File: config.mk
export PLATFORM = sky130hd
export DESIGN_NAME = traffic_phase_ctrl
export DESIGN_NICKNAME = d
export VERILOG_FILES = /design/src/rtl/traffic_pkg.sv /design/src/rtl/phase_timer.sv /design/src/rtl/traffic_phase_ctrl.sv
export SDC_FILE = /design/constraint.sdc
export NUM_CORES = 1
export LEC_CHECK = 0
export CAP_MARGIN = 20
export CELL_PAD_IN_SITES_DETAIL_PLACEMENT = 0
export CELL_PAD_IN_SITES_GLOBAL_PLACEMENT = 1
export CORE_ASPECT_RATIO = 0.8
export CORE_MARGIN = 2
export CORE_UTILIZATION = 39
export CTS_CLUSTER_DIAMETER = 30
export DETAILED_ROUTE_END_ITERATION = 12
export GPL_ROUTABILITY_DRIVEN = 0
export PLACE_DENSITY_LB_ADDON = 0.1
export SLEW_MARGIN = 20
export SYNTH_ARGS = -nofsm -noshare
export SYNTH_HDL_FRONTEND = slang
export SYNTH_HIERARCHICAL = 1
export SYNTH_SLANG_ARGS = --single-unit
File: constraint.sdc
create_clock -name clk -period 2.9 [get_ports clk]
set_input_delay 0.58 -clock clk [delete_from_list [all_inputs] [get_ports clk]]
set_output_delay 0.58 -clock clk [all_outputs]
set_load 0.02 [all_outputs]
File: src/rtl/traffic_pkg.sv
// Shared lamp codes and FSM state encoding for the traffic phase controller.
package traffic_pkg;

  localparam logic [2:0] LAMP_RED = 3'b100;
  localparam logic [2:0] LAMP_YEL = 3'b010;
  localparam logic [2:0] LAMP_GRN = 3'b001;

  typedef enum logic [2:0] {
    S_INIT = 3'd0,
    S_MG   = 3'd1,
    S_MY   = 3'd2,
    S_LG   = 3'd3,
    S_LY   = 3'd4,
    S_PED  = 3'd5,
    S_AR   = 3'd6
  } state_e;

endpackage

File: src/rtl/phase_timer.sv
// Loadable phase down-counter; counting and loading both gated by i_en (the hold freeze).
module phase_timer #(
  parameter int unsigned CNT_W = 5
) (
  input  logic             clk,
  input  logic             reset_n,
  input  logic             i_en,
  input  logic             i_load,
  input  logic [CNT_W-1:0] i_load_val,
  output logic [CNT_W-1:0] o_count,
  output logic             o_zero
);

  logic [CNT_W-1:0] r_count;

  always_ff @(posedge clk or negedge reset_n) begin
    if (!reset_n) begin
      r_count <= '0;
    end else if (i_en) begin
      if (i_load) begin
        r_count <= i_load_val;
      end else if (r_count != '0) begin
        r_count <= r_count - CNT_W'(1);
      end
    end
  end

  assign o_count = r_count;
  assign o_zero  = (r_count == '0);

endmodule

File: src/rtl/traffic_phase_ctrl.sv
// N-approach traffic controller: per-road main/left phases, round-robin, pedestrian walk
// served at cycle end. Define TRAFFIC_ALLRED_EN to insert all-red clearance phases.
module traffic_phase_ctrl
  import traffic_pkg::*;
#(
  parameter int unsigned NUM_ROADS = 4,
  parameter int unsigned CNT_W     = 5,
  parameter int unsigned GREEN_T   = 15,
  parameter int unsigned LEFT_T    = 8,
  parameter int unsigned YELLOW_T  = 3,
  parameter int unsigned PED_T     = 10,
  parameter int unsigned ALLRED_T  = 2
) (
  input  logic                         clk,
  input  logic                         reset_n,
  input  logic                         hold,
  input  logic                         ped_req,
  output logic                         ped_ack,
  output logic [$clog2(NUM_ROADS)-1:0] road_idx,
  output logic [CNT_W-1:0]             count,
  output logic [3*NUM_ROADS-1:0]       sig_main,
  output logic [3*NUM_ROADS-1:0]       sig_left,
  output logic                         sig_ped
);

  localparam int unsigned IDX_W = $clog2(NUM_ROADS);
  localparam logic [IDX_W-1:0] LAST_ROAD = IDX_W'(NUM_ROADS - 1);

  state_e                 r_state, w_state_d;
  logic [IDX_W-1:0]       r_road, w_road_d, w_road_inc;
  logic                   r_ped_pend, w_ped_pend_d;
  logic                   r_ped_ack, r_sig_ped;
  logic [3*NUM_ROADS-1:0] r_sig_main, r_sig_left, w_main_d, w_left_d;
  logic [CNT_W-1:0]       w_count, w_load_val;
  logic                   w_zero, w_adv, w_last, w_ped_any;

  assign w_adv      = !hold && w_zero;
  assign w_last     = (r_road == LAST_ROAD);
  assign w_road_inc = w_last ? '0 : r_road + IDX_W'(1);
  // A request arriving in the deciding cycle itself still wins this cycle's walk.
  assign w_ped_any  = r_ped_pend || ped_req;

`ifdef TRAFFIC_ALLRED_EN
  // Remembers whether the current all-red follows a walk (go to road 0) or a left yellow.
  logic r_ar_ped, w_ar_ped_d;

  always_ff @(posedge clk or negedge reset_n) begin
    if (!reset_n) r_ar_ped <= 1'b0;
    else          r_ar_ped <= w_ar_ped_d;
  end
`endif

  always_comb begin
    w_state_d = r_state;
    w_road_d  = r_road;
`ifdef TRAFFIC_ALLRED_EN
    w_ar_ped_d = r_ar_ped;
`endif
    if (w_adv) begin
      unique case (r_state)
        S_INIT: begin
          w_state_d = S_MG;
          w_road_d  = '0;
        end
        S_MG: w_state_d = S_MY;
        S_MY: w_state_d = S_LG;
        S_LG: w_state_d = S_LY;
        S_LY: begin
`ifdef TRAFFIC_ALLRED_EN
          w_state_d  = S_AR;
          w_ar_ped_d = 1'b0;
`else
          w_state_d = (w_last && w_ped_any) ? S_PED : S_MG;
          w_road_d  = w_road_inc;
`endif
        end
        S_PED: begin
`ifdef TRAFFIC_ALLRED_EN
          w_state_d  = S_AR;
          w_ar_ped_d = 1'b1;
`else
          w_state_d = S_MG;
`endif
          w_road_d = '0;
        end
`ifdef TRAFFIC_ALLRED_EN
        S_AR: begin
          if (r_ar_ped) begin
            w_state_d = S_MG;
            w_road_d  = '0;
          end else begin
            w_state_d = (w_last && w_ped_any) ? S_PED : S_MG;
            w_road_d  = w_road_inc;
          end
        end
`endif
        default: begin
          w_state_d = S_INIT;
          w_road_d  = '0;
        end
      endcase
    end
  end

  always_comb begin
    w_load_val = '0;
    unique case (w_state_d)
      S_MG:    w_load_val = CNT_W'(GREEN_T - 1);
      S_MY:    w_load_val = CNT_W'(YELLOW_T - 1);
      S_LG:    w_load_val = CNT_W'(LEFT_T - 1);
      S_LY:    w_load_val = CNT_W'(YELLOW_T - 1);
      S_PED:   w_load_val = CNT_W'(PED_T - 1);
      S_AR:    w_load_val = CNT_W'(ALLRED_T - 1);
      default: w_load_val = '0;
    endcase
  end

  always_comb begin
    w_main_d = {NUM_ROADS{LAMP_RED}};
    w_left_d = {NUM_ROADS{LAMP_RED}};
    for (int k = 0; k < NUM_ROADS; k++) begin
      if (IDX_W'(k) == w_road_d) begin
        unique case (w_state_d)
          S_MG:    w_main_d[3*k +: 3] = LAMP_GRN;
          S_MY:    w_main_d[3*k +: 3] = LAMP_YEL;
          S_LG:    w_left_d[3*k +: 3] = LAMP_GRN;
          S_LY:    w_left_d[3*k +: 3] = LAMP_YEL;
          default: ;
        endcase
      end
    end
  end

  // Entering the walk consumes every request seen up to and including the deciding cycle.
  assign w_ped_pend_d = (w_adv && w_state_d == S_PED) ? 1'b0 : w_ped_any;

  always_ff @(posedge clk or negedge reset_n) begin
    if (!reset_n) begin
      r_state    <= S_INIT;
      r_road     <= '0;
      r_ped_pend <= 1'b0;
      r_ped_ack  <= 1'b0;
      r_sig_ped  <= 1'b0;
      r_sig_main <= {NUM_ROADS{LAMP_RED}};
      r_sig_left <= {NUM_ROADS{LAMP_RED}};
    end else begin
      r_state    <= w_state_d;
      r_road     <= w_road_d;
      r_ped_pend <= w_ped_pend_d;
      r_ped_ack  <= w_adv && (w_state_d == S_PED);
      r_sig_ped  <= (w_state_d == S_PED);
      r_sig_main <= w_main_d;
      r_sig_left <= w_left_d;
    end
  end

  phase_timer #(
    .CNT_W(CNT_W)
  ) u_timer (
    .clk       (clk),
    .reset_n   (reset_n),
    .i_en      (!hold),
    .i_load    (w_adv),
    .i_load_val(w_load_val),
    .o_count   (w_count),
    .o_zero    (w_zero)
  );

  assign road_idx = r_road;
  assign count    = w_count;
  assign sig_main = r_sig_main;
  assign sig_left = r_sig_left;
  assign sig_ped  = r_sig_ped;
  assign ped_ack  = r_ped_ack;

endmodule

======== After elaboration in Yosys (flattened, before gate mapping) ========
Index checks and enable logic that the tools add are counted.
word-level totals
  flip-flop bits (word level) ............. 37
  bits of input ports ..................... 4
  output and inout bits ................... 33
  word-level logic and storage cells ...... 60
operators by class
  add/sub/neg operators ................... 2
  equality and inequality tests ........... 15
  multiplexer cells ....................... 20
  bitwise operators ....................... 1
  reductions and logical operators ........ 14
operators by type and width
  kind                   number
  $mux W3                10
  $pmux W4 S5            1
  $eq A3 B3 Y1 const B   5
  $pmux W3 S5            1
  $eq A3 B2 Y1 const B   4
  $pmux W3 S2            2
  $mux W5                2
  $eq A3 B1 Y1 const B   2
  $logic_not A5 Y1       1
  $reduce_bool A5 Y1     1
  $sub A5 B1 Y5 const B  1
  $eq A2 B2 Y1 const A   2
  $mux W2                2
  $pmux W2 S2            1
  $reduce_or A2 Y1       2
  $logic_and A1 B1 Y1    3
  $logic_not A3 Y1       1
  $reduce_or A3 Y1       1
  $add A2 B1 Y2 const B  1
  $eq A1 B2 Y1 const A   1
  $eq A2 B2 Y1 const B   1
  $logic_not A2 Y1       1
  $reduce_and A2 Y1      1
  $reduce_bool A2 Y1     1
  other kinds (4)        4

======== Logic depth before layout (Yosys ltp) ========
Gate-level depths: netlist (run 1).
  word-level depth ........................ 9
  depth in mapped cells ................... 12
  mapped depth without buffers ............ 11

======== By module ========
Netlist (run 1), hierarchy kept.
by module, submodules not included
  module              instances  cells an instance  area each (um2)  sequential area each (um2)
  traffic_phase_ctrl  1          133                1411.4           810.8
  phase_timer         1          34                 337.8            125.1

======== Worst setup path after synthesis (run 1) ========
Ideal clock, no wire load.
  path type ............................... register -> register
  from .................................... register u_timer.r_count[0] (netlist: u_timer/o_count[0])
  to ...................................... register u_timer.r_count[0] (netlist: u_timer/o_count[0])
  library setup time ...................... 0.087 ns
  data arrival time ....................... 2.230 ns
  required time ........................... 2.813 ns
  slack ................................... 0.583 ns
  stages on the path, launching flop included .. 11
  path buffers ............................ 0
  period minus slack after synthesis ...... 2.317 ns
  path through ............................ dfrtp_1 > inv_1 > ha_1 > nor4b_4 > nand2b_4 > or3_1 > a211oi_2 > nand3b_1 > nand2b_1 > o31ai_1 > a22oi_1
between the ends
  cells in the longest elaborated chain, start to end .. 7
  elaborated cells on any way between the ends .. 17
  those cells by class .................... 1 x add/sub; 6 x eq/ne; 4 x mux; 6 x reduce/logical
ends and longest elaborated chain
  what                                                 RTL line                   source
  start, declared                                      phase_timer.sv:14          logic [CNT_W-1:0] r_count;
  start signal, assigned                               phase_timer.sv:21          r_count <= i_load_val;
  start signal, assigned                               phase_timer.sv:23          r_count <= r_count - CNT_W'(1);
  $logic_not A5 Y1 (*)                                 phase_timer.sv:29          assign o_zero = (r_count == '0);
  via w_zero                                           traffic_phase_ctrl.sv:35   logic w_zero, w_adv, w_last, w_ped_any;
  $logic_and A1 B1 Y1 (*)                              traffic_phase_ctrl.sv:37   assign w_adv = !hold && w_zero;
  $mux W3 (*)                                          traffic_phase_ctrl.sv:59   if (w_adv) begin
  $eq A3 B3 Y1 / $eq A3 B2 Y1 (equally long branches)  traffic_phase_ctrl.sv:107  unique case (w_state_d)
  $reduce_or A2 Y1 (no line)                           -
  $pmux W4 S5 (*)                                      traffic_phase_ctrl.sv:107
  via w_load_val[0]                                    traffic_phase_ctrl.sv:34   logic [CNT_W-1:0] w_count, w_load_val;
  $mux W5 (*)                                          phase_timer.sv:20          if (i_load) begin
The timed path passes the listed nets; every way through them passes the cells marked *. The select of a mux whose other input is x is not followed.
A chain may end at the register's enable or synchronous reset.

======== Worst setup path in the final report (run 1) ========
Ends and elaborated chain as after synthesis.

==> results.md, run 1 <==
- In this run the worst path has a maximum fanout of 23.
- The routed layout has around 1300 vias.
- The worst clock skew is roughly 0.0057 ns.
- The initial antenna violation count came to 0.
- The top cell types in the final layout, fill and taps aside, are 36 x sky130_fd_sc_hd__clkdlybuf4s50_1, 29 x sky130_fd_sc_hd__dfrtp_1, 28 x sky130_fd_sc_hd__nor2_1.
- TritonCTS built the clock tree.
- The worst hold path was traced through 2 stages.
- The relative slew slack is 0.5815.
- For the worst setup path, the data arrival time is 2.72 ns.
- The flow ran to the end, and the final reports show no timing, DRC or antenna violations.
- Tracing the worst setup path back leads to its startpoint at u_timer/o_count[0].
- The number of hold-slack violations in the final timing report is 0.
- The number of antenna-violating nets in the routed design is 0.
- The sum of negative setup slack is 0 ns.
- Dividing total power by cell area gives a power density of 824.9 nW/um^2.
- The share of post-route cells with drive strength above 1 is 0.1659.
- After legalization and detailed placement, the total HPWL measured about 2500 um.
- After technology mapping, the gate count stands at 167.
- Global routing finished with a remaining overflow of 0.
- The period utilization is 0.8667.
- Across the run, the number of max-cap violations was 0.
- The post-CTS setup buffer count is 0.
- The leakage power of the design is roughly 0.93 nW.
- The number of levels in the clock H-tree is 2.
- The layout overhead on the synthesized area is 27.40%.
- After detailed routing, the number of vias per cell comes to ~5.0.
- The via count of the first global-routing pass is approximately 1200.
- The initial utilization of the core area, before any placement, comes to 0.4109.
- Setup slack on the worst reg-to-reg path comes out at just under 0.4 ns.
- For this run, the register share of the synthesized area comes to 0.5351.
- The startpoint kind of the worst setup timing path is a register.
- The number of buffers created by CTS is 5.
- The endpoint kind of the worst setup timing path is a register.
- In this run the standard cell core region covers ~4300 um^2.
- The worst setup path is of the register to register kind.
- The most frequently used flop master after synthesis is sky130_fd_sc_hd__dfrtp_1.
- The portion of synthesized cell area occupied by the leading cell type is 0.4149.
- Signal routing reaches up to met4.
- VDD sags by at most ~0.3 mV.
- The path category of the worst min-delay check is register to register.
- The worst-case reg-to-reg path depth is 11.
- The most common cell after layout, fill and taps aside is sky130_fd_sc_hd__clkdlybuf4s50_1.
- The height of the die is 63.90 um.
- The horizontal die dimension is slightly below 80 um.
- The clock drives 37 sinks.
- Setup violations remaining at the end of the flow were counted as 0.
- 37 I/O pins were placed.
- For this run, asynchronously set or reset flops after synthesis account for 1.000.
- The final layout contains routed wiring with a total length of 3597 um.
- The routed design uses about 1500 um of met2 wire.
- The synthesized design spends more area on one cell type than any other, namely sky130_fd_sc_hd__dfrtp_1.
- The endpoint required time on the critical path is a little over 3 ns.
- The minimum setup slack after placement is 0.3954 ns.
- Port buffering added 36 buffers.
- The number of warning messages in the yosys log is 6.
- The transition time at the pin with the least slew margin is around 0.63 ns.
- The destination of the worst register-to-register timing path is u_timer/o_count[0].
- The combined global-route utilization of all metal layers is 0.1582.
- The count of nets after finishing is 210.
- Row generation in the floorplan step produced 21 rows.
- Summed over all nets, wire length on met3 after detailed routing comes to 160 um.
- Setup repair after global routing left no endpoint under its margin.
- In this run, synthesis inferred 0 flip-flops with an integrated enable.
- The die covers just over 5000 um^2.
- In this run the most critical hold path is launched from r_ped_pend.
- For hold timing, the worst endpoint is r_ped_pend.
- The count of distinct cell types in the synthesized netlist is 50.
- Clock-pin slew was measured on the worst setup and hold paths at 0.07 ns.
- The clock period minus worst slack is about 2.5 ns.
- The max-slew violation count came to 0.
- The setup slack of the critical path after layout is roughly 0.39 ns.
- The final routed DRC violation total is 0.
- In this run, synthesis produced a sequential element count of 37.
- When the netlist entered floorplanning its net count stood at ~170.
- The global-route wire length before repair is between 6000 and 7000 um.
- The length of routed wiring on met1 is ~1900 um.
- The cell area after technology mapping is between 1500 and 2000 um^2.
- The first routing iteration left 32 violations.
- After synthesis, the mean cell area works out to between 10 and 15 um^2.
- The number of antenna diodes in the final layout is 0.
- The detailed-routing iteration count for the pre-antenna-repair pass is 4.
- Counting along the longest clock path gives a buffer depth of 2.
- The largest net degree at the start of global routing is 38.
- Clock tree synthesis selected as its root buffer the cell sky130_fd_sc_hd__clkbuf_8.
- Once the clock tree was built, the resizer swapped 0 gates to a different size.
- The number of hold buffers added after CTS is 0.
- In this run the critical register-to-register path is launched from u_timer/o_count[0].
- The highest achievable clock rate is 0.3979 GHz.
- In the post-synthesis netlist, the biggest area contributors are sky130_fd_sc_hd__dfrtp_1 41%, sky130_fd_sc_hd__dfstp_2 12%, sky130_fd_sc_hd__nor2_1 6.0%.
- The clock insertion delay at the later pin of the skew report is 0.29 ns.
- The average wire length per cell after detail routing is 13.73 um.
worst max-delay path: stages (launching register included):
cell	delay, ns
sky130_fd_sc_hd__dfrtp_1	0.42
sky130_fd_sc_hd__inv_1	0.12
sky130_fd_sc_hd__ha_1	0.23
sky130_fd_sc_hd__nor4b_4	0.32
sky130_fd_sc_hd__nand2b_4	0.17
sky130_fd_sc_hd__inv_2	0.34
sky130_fd_sc_hd__xnor2_1	0.16
sky130_fd_sc_hd__nand3_1	0.20
sky130_fd_sc_hd__nand3b_1	0.16
sky130_fd_sc_hd__nand2b_1	0.11
sky130_fd_sc_hd__o31ai_1	0.07
sky130_fd_sc_hd__a22oi_1	0.14
registers in the layout, indices dropped and copies added (netlist names):
| register | cells |
|---|---|
| ped_ack | 1 |
| sig_main | 12 |
| r_ped_pend | 1 |
| road_idx | 2 |
| sig_left | 12 |
| sig_ped | 1 |
| r_state | 3 |
| u_timer/o_count | 5 |
cell type report:
cell class	instances	area (um^2)
fill	396	2028
sequential	37	935.9
multi-input combinational	112	723.2
timing repair buffer	38	375.4
clock buffer	7	76.32
tap	57	71.32
inverter	10	37.54
clock inverter	1	8.758
logic make-up after synthesis:
| logic type | synth area share |
|---|---|
| XOR/XNOR | 0.005008 |
| other | 0.002144 |
| AO/OA/AOI/OAI | 0.1824 |
| adder cells (fa/ha/maj) | 0.01430 |
| AND/OR/NAND/NOR | 0.2096 |
| flip-flops | 0.5351 |
| buffers and inverters | 0.05150 |
synthesized netlist by cell type (2+ instances only):
master / number
sky130_fd_sc_hd__nor3_1: 4
sky130_fd_sc_hd__buf_2: 3
sky130_fd_sc_hd__or2_2: 2
sky130_fd_sc_hd__nor2_1: 28
sky130_fd_sc_hd__ha_1: 2
sky130_fd_sc_hd__or4_4: 2
sky130_fd_sc_hd__dfrtp_1: 29
sky130_fd_sc_hd__nand3_1: 2
sky130_fd_sc_hd__a22oi_1: 3
sky130_fd_sc_hd__nand2b_1: 11
sky130_fd_sc_hd__inv_1: 8
sky130_fd_sc_hd__a21oi_1: 6
sky130_fd_sc_hd__nand3b_1: 2
sky130_fd_sc_hd__a22o_1: 3
sky130_fd_sc_hd__dfstp_2: 8
sky130_fd_sc_hd__nand2_1: 6
sky130_fd_sc_hd__inv_2: 2
sky130_fd_sc_hd__o21ai_1: 2
sky130_fd_sc_hd__buf_6: 2
sky130_fd_sc_hd__o21ai_0: 9
sky130_fd_sc_hd__o22a_2: 2
sky130_fd_sc_hd__o31ai_1: 3
per-layer routing:
| layer | track usage | vias to the layer above |
|---|---|---|
| li1 | - | 656 |
| met1 | 0.2397 | 621 |
| met2 | 0.2115 | 29 |
| met3 | 0.04520 | 4 |
| met4 | 0.06250 | 0 |
| met5 | 0 | - |
report_power, final:
group / internal [mW] / switching, mW
Clock: 0.171 / 0.173
Sequential: 0.614 / 0.141
Combinational: 0.349 / 0.390
worst max path at each step:
stage | to | slack (ns) | cells past startpoint
after floorplan | u_timer/o_count[0] | 0.58 | 10
after global placement | u_timer/o_count[0] | 0.46 | 9
after detailed placement | u_timer/o_count[0] | 0.40 | 9
after CTS | u_timer/o_count[0] | 0.42 | 11
after global routing | u_timer/o_count[0] | 0.09 | 11
final | u_timer/o_count[0] | 0.39 | 11
per-stage QoR:
stage                     total power [mW]  cell area [um^2]  instances    util  hold slack [ns]
after CTS                            1.858              2228        262  0.5235           0.5516
after global routing                 1.978              2228        262  0.5235           0.5776
after global placement               1.498              2143        254  0.5035           0.5212
after floorplan                      1.278              1749        167       -           0.2844
final                                1.838              2228        262  0.5235           0.5538
after detailed placement             1.506              2143        254  0.5035           0.5356
Note: power is estimated with default switching activity, not from simulation.
==> run 2, diff against run 1 <==
--- a/config.mk
+++ b/config.mk
@@ -14,7 +14,7 @@
 export CTS_CLUSTER_DIAMETER = 30
 export DETAILED_ROUTE_END_ITERATION = 12
 export GPL_ROUTABILITY_DRIVEN = 0
-export PLACE_DENSITY_LB_ADDON = 0.1
+export PLACE_DENSITY = 0.79
 export SLEW_MARGIN = 20
 export SYNTH_ARGS = -nofsm -noshare
 export SYNTH_HDL_FRONTEND = slang
==> run 2 against run 1 <==
Effect of this change:
- global-route usage grew 0.50 points
- clock skew grew 0.0033 ns
- critical path depth is the same
- highest routed layer unchanged
==> results.md, run 2 (synthesis gave the netlist of run 1 again) <==
- The destination of the worst register-to-register timing path is u_timer/o_count[0] (unchanged).
- The height of the die was 63.90 um (unchanged).
- The kind of cell adding the most delay to the critical path is simple AND/OR/NAND/NOR gates (unchanged).
- The detailed-routing iteration count for the pre-antenna-repair pass came to 4 (unchanged).
- The post-detailed-placement cell area is 2143 um^2 (unchanged).
- The sum of negative setup slack is 0 ns (unchanged).
- The number of hold buffers added after CTS is 0 (unchanged).
- The area of the die is 5040 um^2 (unchanged).
- The total non-filler cell area in the finished layout is 2263 um^2 (was 2228 um^2).
- The highest achievable clock rate is 0.4096 GHz (was 0.3979 GHz).
- The maximum resistive drop on vdd is 0.4774 mV (was 0.2930 mV).
- The horizontal die dimension is 78.88 um (unchanged).
- Status: finished, final reports clean (unchanged).
- The number of inserted diodes is 0 (unchanged).
- The cell count after placement came to 254 (unchanged).
- The clock insertion delay at the later pin of the skew report is 0.29 ns (about the same).
- The final core utilization is 0.5317 (was 0.5235).
- The number of antenna-violating nets in the routed design is 0 (unchanged).
- The number of max-cap violations is 0 (unchanged).
- The critical path depth is 11 (unchanged).
- The post-CTS setup buffer count is 0 (unchanged).
- The number of hold-slack violations in the final timing report is 0 (unchanged).
- Setup repair after global routing missed its margin: no (unchanged).
- The clock period minus worst slack came to 2.441 ns (was 2.513 ns).
- The max-slew violation count was 0 (unchanged).
- The transition time at the pin with the least slew margin was 0.6302 ns (was 0.6278 ns).
- The layout overhead on the synthesized area is 29.40% (was 27.40%).
- The combined global-route utilization of all metal layers is 0.1632 (was 0.1582).
- The register-to-register setup slack came to 0.46 ns (was 0.39 ns).
- The launch point of the worst reg-to-reg path was u_timer/o_count[0] (unchanged).
- The cell with the biggest individual delay on the critical path is sky130_fd_sc_hd__dfrtp_1 (unchanged).
- The count of nets after finishing is 210 (unchanged).
- The arrival time at the worst endpoint was 2.65 ns (was 2.72 ns).
- The global-route wire length before repair was 6396 um (was 6099 um).
- The overall power is 1.965 mW (was 1.838 mW).
- The number of buffers created by CTS is 5 (unchanged).
- The maximum count of clock buffers along a single path came to 2 (unchanged).
- The type of the setup path with the least slack is register to register (unchanged).
- The maximum net fanout on the critical path was 23 (unchanged).
- The number of top-level design ports is 37 (unchanged).
- The largest net degree at the start of global routing came to 38 (unchanged).
- The timing startpoint of the critical path is u_timer/o_count[0] (unchanged).
- The site row count is 21 (unchanged).
- The endpoint required time on the critical path is 3.11 ns (about the same).
- The buffers plus inverters on the worst setup path is 2 (unchanged).
- The relative slew slack was 0.5799 (was 0.5815).
- The period utilization is 0.8419 (was 0.8667).
- Commonest cells after routing, fill and taps aside: 36 x sky130_fd_sc_hd__clkdlybuf4s50_1, 29 x sky130_fd_sc_hd__dfrtp_1, 28 x sky130_fd_sc_hd__nor2_1 (unchanged).
- The worst-case reg-to-reg path depth was 11 (unchanged).
- The initial detailed-routing violation count was 39 (was 32).
- The count of port buffers added during placement is 36 (unchanged).
- The capture point of the critical path was u_timer/o_count[0] (unchanged).
- The core area came to 4257 um^2 (unchanged).
- The total of endpoints with negative setup slack in the final report is 0 (unchanged).
- The starting density of the core is 0.4109 (unchanged).
- The half-perimeter wire length after detailed placement is 2555 um (was 2522 um).
- The total number of vias was 1370 (was 1310).
- The longest individual stage delay on the worst path is 0.42 ns (about the same).
- The cell at the root of the clock tree was sky130_fd_sc_hd__clkbuf_8 (unchanged).
- The quantity of gates resized following cts is 0 (unchanged).
- The final routed DRC violation total is 0 (unchanged).
- The leakage power of the design is 0.9476 nW (was 0.9326 nW).
- The sink count of the clock tree is 37 (unchanged).
- The initial antenna violation count came to 0 (unchanged).
- The startpoint kind of the worst setup timing path is a register (unchanged).
- The worst clock skew is 0.008994 ns (was 0.005690 ns).
- The most common cell after layout, fill and taps aside is sky130_fd_sc_hd__clkdlybuf4s50_1 (unchanged).
- The final global-route overflow total came to 0 (unchanged).
- The TritonCTS clock tree is yes (unchanged).
- The filler-free cell count of the finished design came to 262 (unchanged).
- The aggregate routed wire length came to 3659 um (was 3597 um).
- The number of levels in the clock H-tree was 2 (unchanged).
- The total power density per cell area is 868.3 nW/um^2 (was 824.9 nW/um^2).
- The share of post-route cells with drive strength above 1 is 0.1756 (was 0.1659).
- The average wire length per cell after detail routing came to 13.97 um (was 13.73 um).
- Cell breakdown of the critical path: inv_1 > ha_1 > nor4b_4 > nand2b_4 > inv_2 > xnor2_1 > nand3_1 > nand3b_1 > nand2b_1 > o31ai_1 > a22oi_1 (unchanged).
- The clock transition time at the flip-flop clock pins of the worst setup and hold paths came to 0.08 ns (was 0.07 ns).
- The number of vias per cell came to 5.229 (was 5.000).
- The via count of the first global-routing pass was 1286 (was 1240).
- The endpoint kind of the worst setup timing path is a register (unchanged).
- The path category of the worst min-delay check is register to register (unchanged).
## run 2: area by class of cell
type | count | area [um^2]
fillers | 387 | 1993
clock inverters | 2 | 37.54
well taps | 57 | 71.32
clock buffers | 6 | 82.58
repair buffers | 38 | 375.4
multi-input cells | 112 | 723.2
inverters | 10 | 37.54
flip-flops and latches | 37 | 935.9
## run 2: metal layers
metal,routed length (um),global-route usage,up-vias,part of all wire
met5,0,0,-,0
met4,38,0.05172,0,0.010
met3,205,0.03814,5,0.056
met2,1685,0.2511,45,0.46
met1,1730,0.2302,669,0.47
li1,-,-,651,-
## run 2: worst min path at each step
stage | to | depth (start not counted) | slack (ns) | from
2_1_floorplan | ped_ack | 0 | 0.28 | reset_n
4_1_cts | r_ped_pend | 2 | 0.56 | r_ped_pend
6_report | r_ped_pend | 2 | 0.56 | r_ped_pend
3_3_place_gp | r_ped_pend | 2 | 0.52 | r_ped_pend
3_5_place_dp | r_ped_pend | 2 | 0.54 | r_ped_pend
5_1_grt | r_ped_pend | 2 | 0.62 | r_ped_pend
## run 2: tightest hold or removal path: stages, from the launching register on
cell                      delay, ns
sky130_fd_sc_hd__dfrtp_1       0.37
sky130_fd_sc_hd__nor2_1        0.05
sky130_fd_sc_hd__nor2_1        0.10
## run 2: report_power, final
| group | leakage (nW) | switching [mW] | internal [mW] |
|---|---|---|---|
| combinational | 0.423 | 0.396 | 0.349 |
| sequential | 0.467 | 0.143 | 0.614 |
| clock | 0.0574 | 0.184 | 0.279 |
## run 2: through the flow
stage / setup slack, ns / hold slack, ns
after floorplan: 0.5831 / 0.2844
after global routing: 0.09507 / 0.6196
final: 0.4585 / 0.5564
after global placement: 0.4886 / 0.5193
after detailed placement: 0.4089 / 0.5436
after CTS: 0.4643 / 0.5623
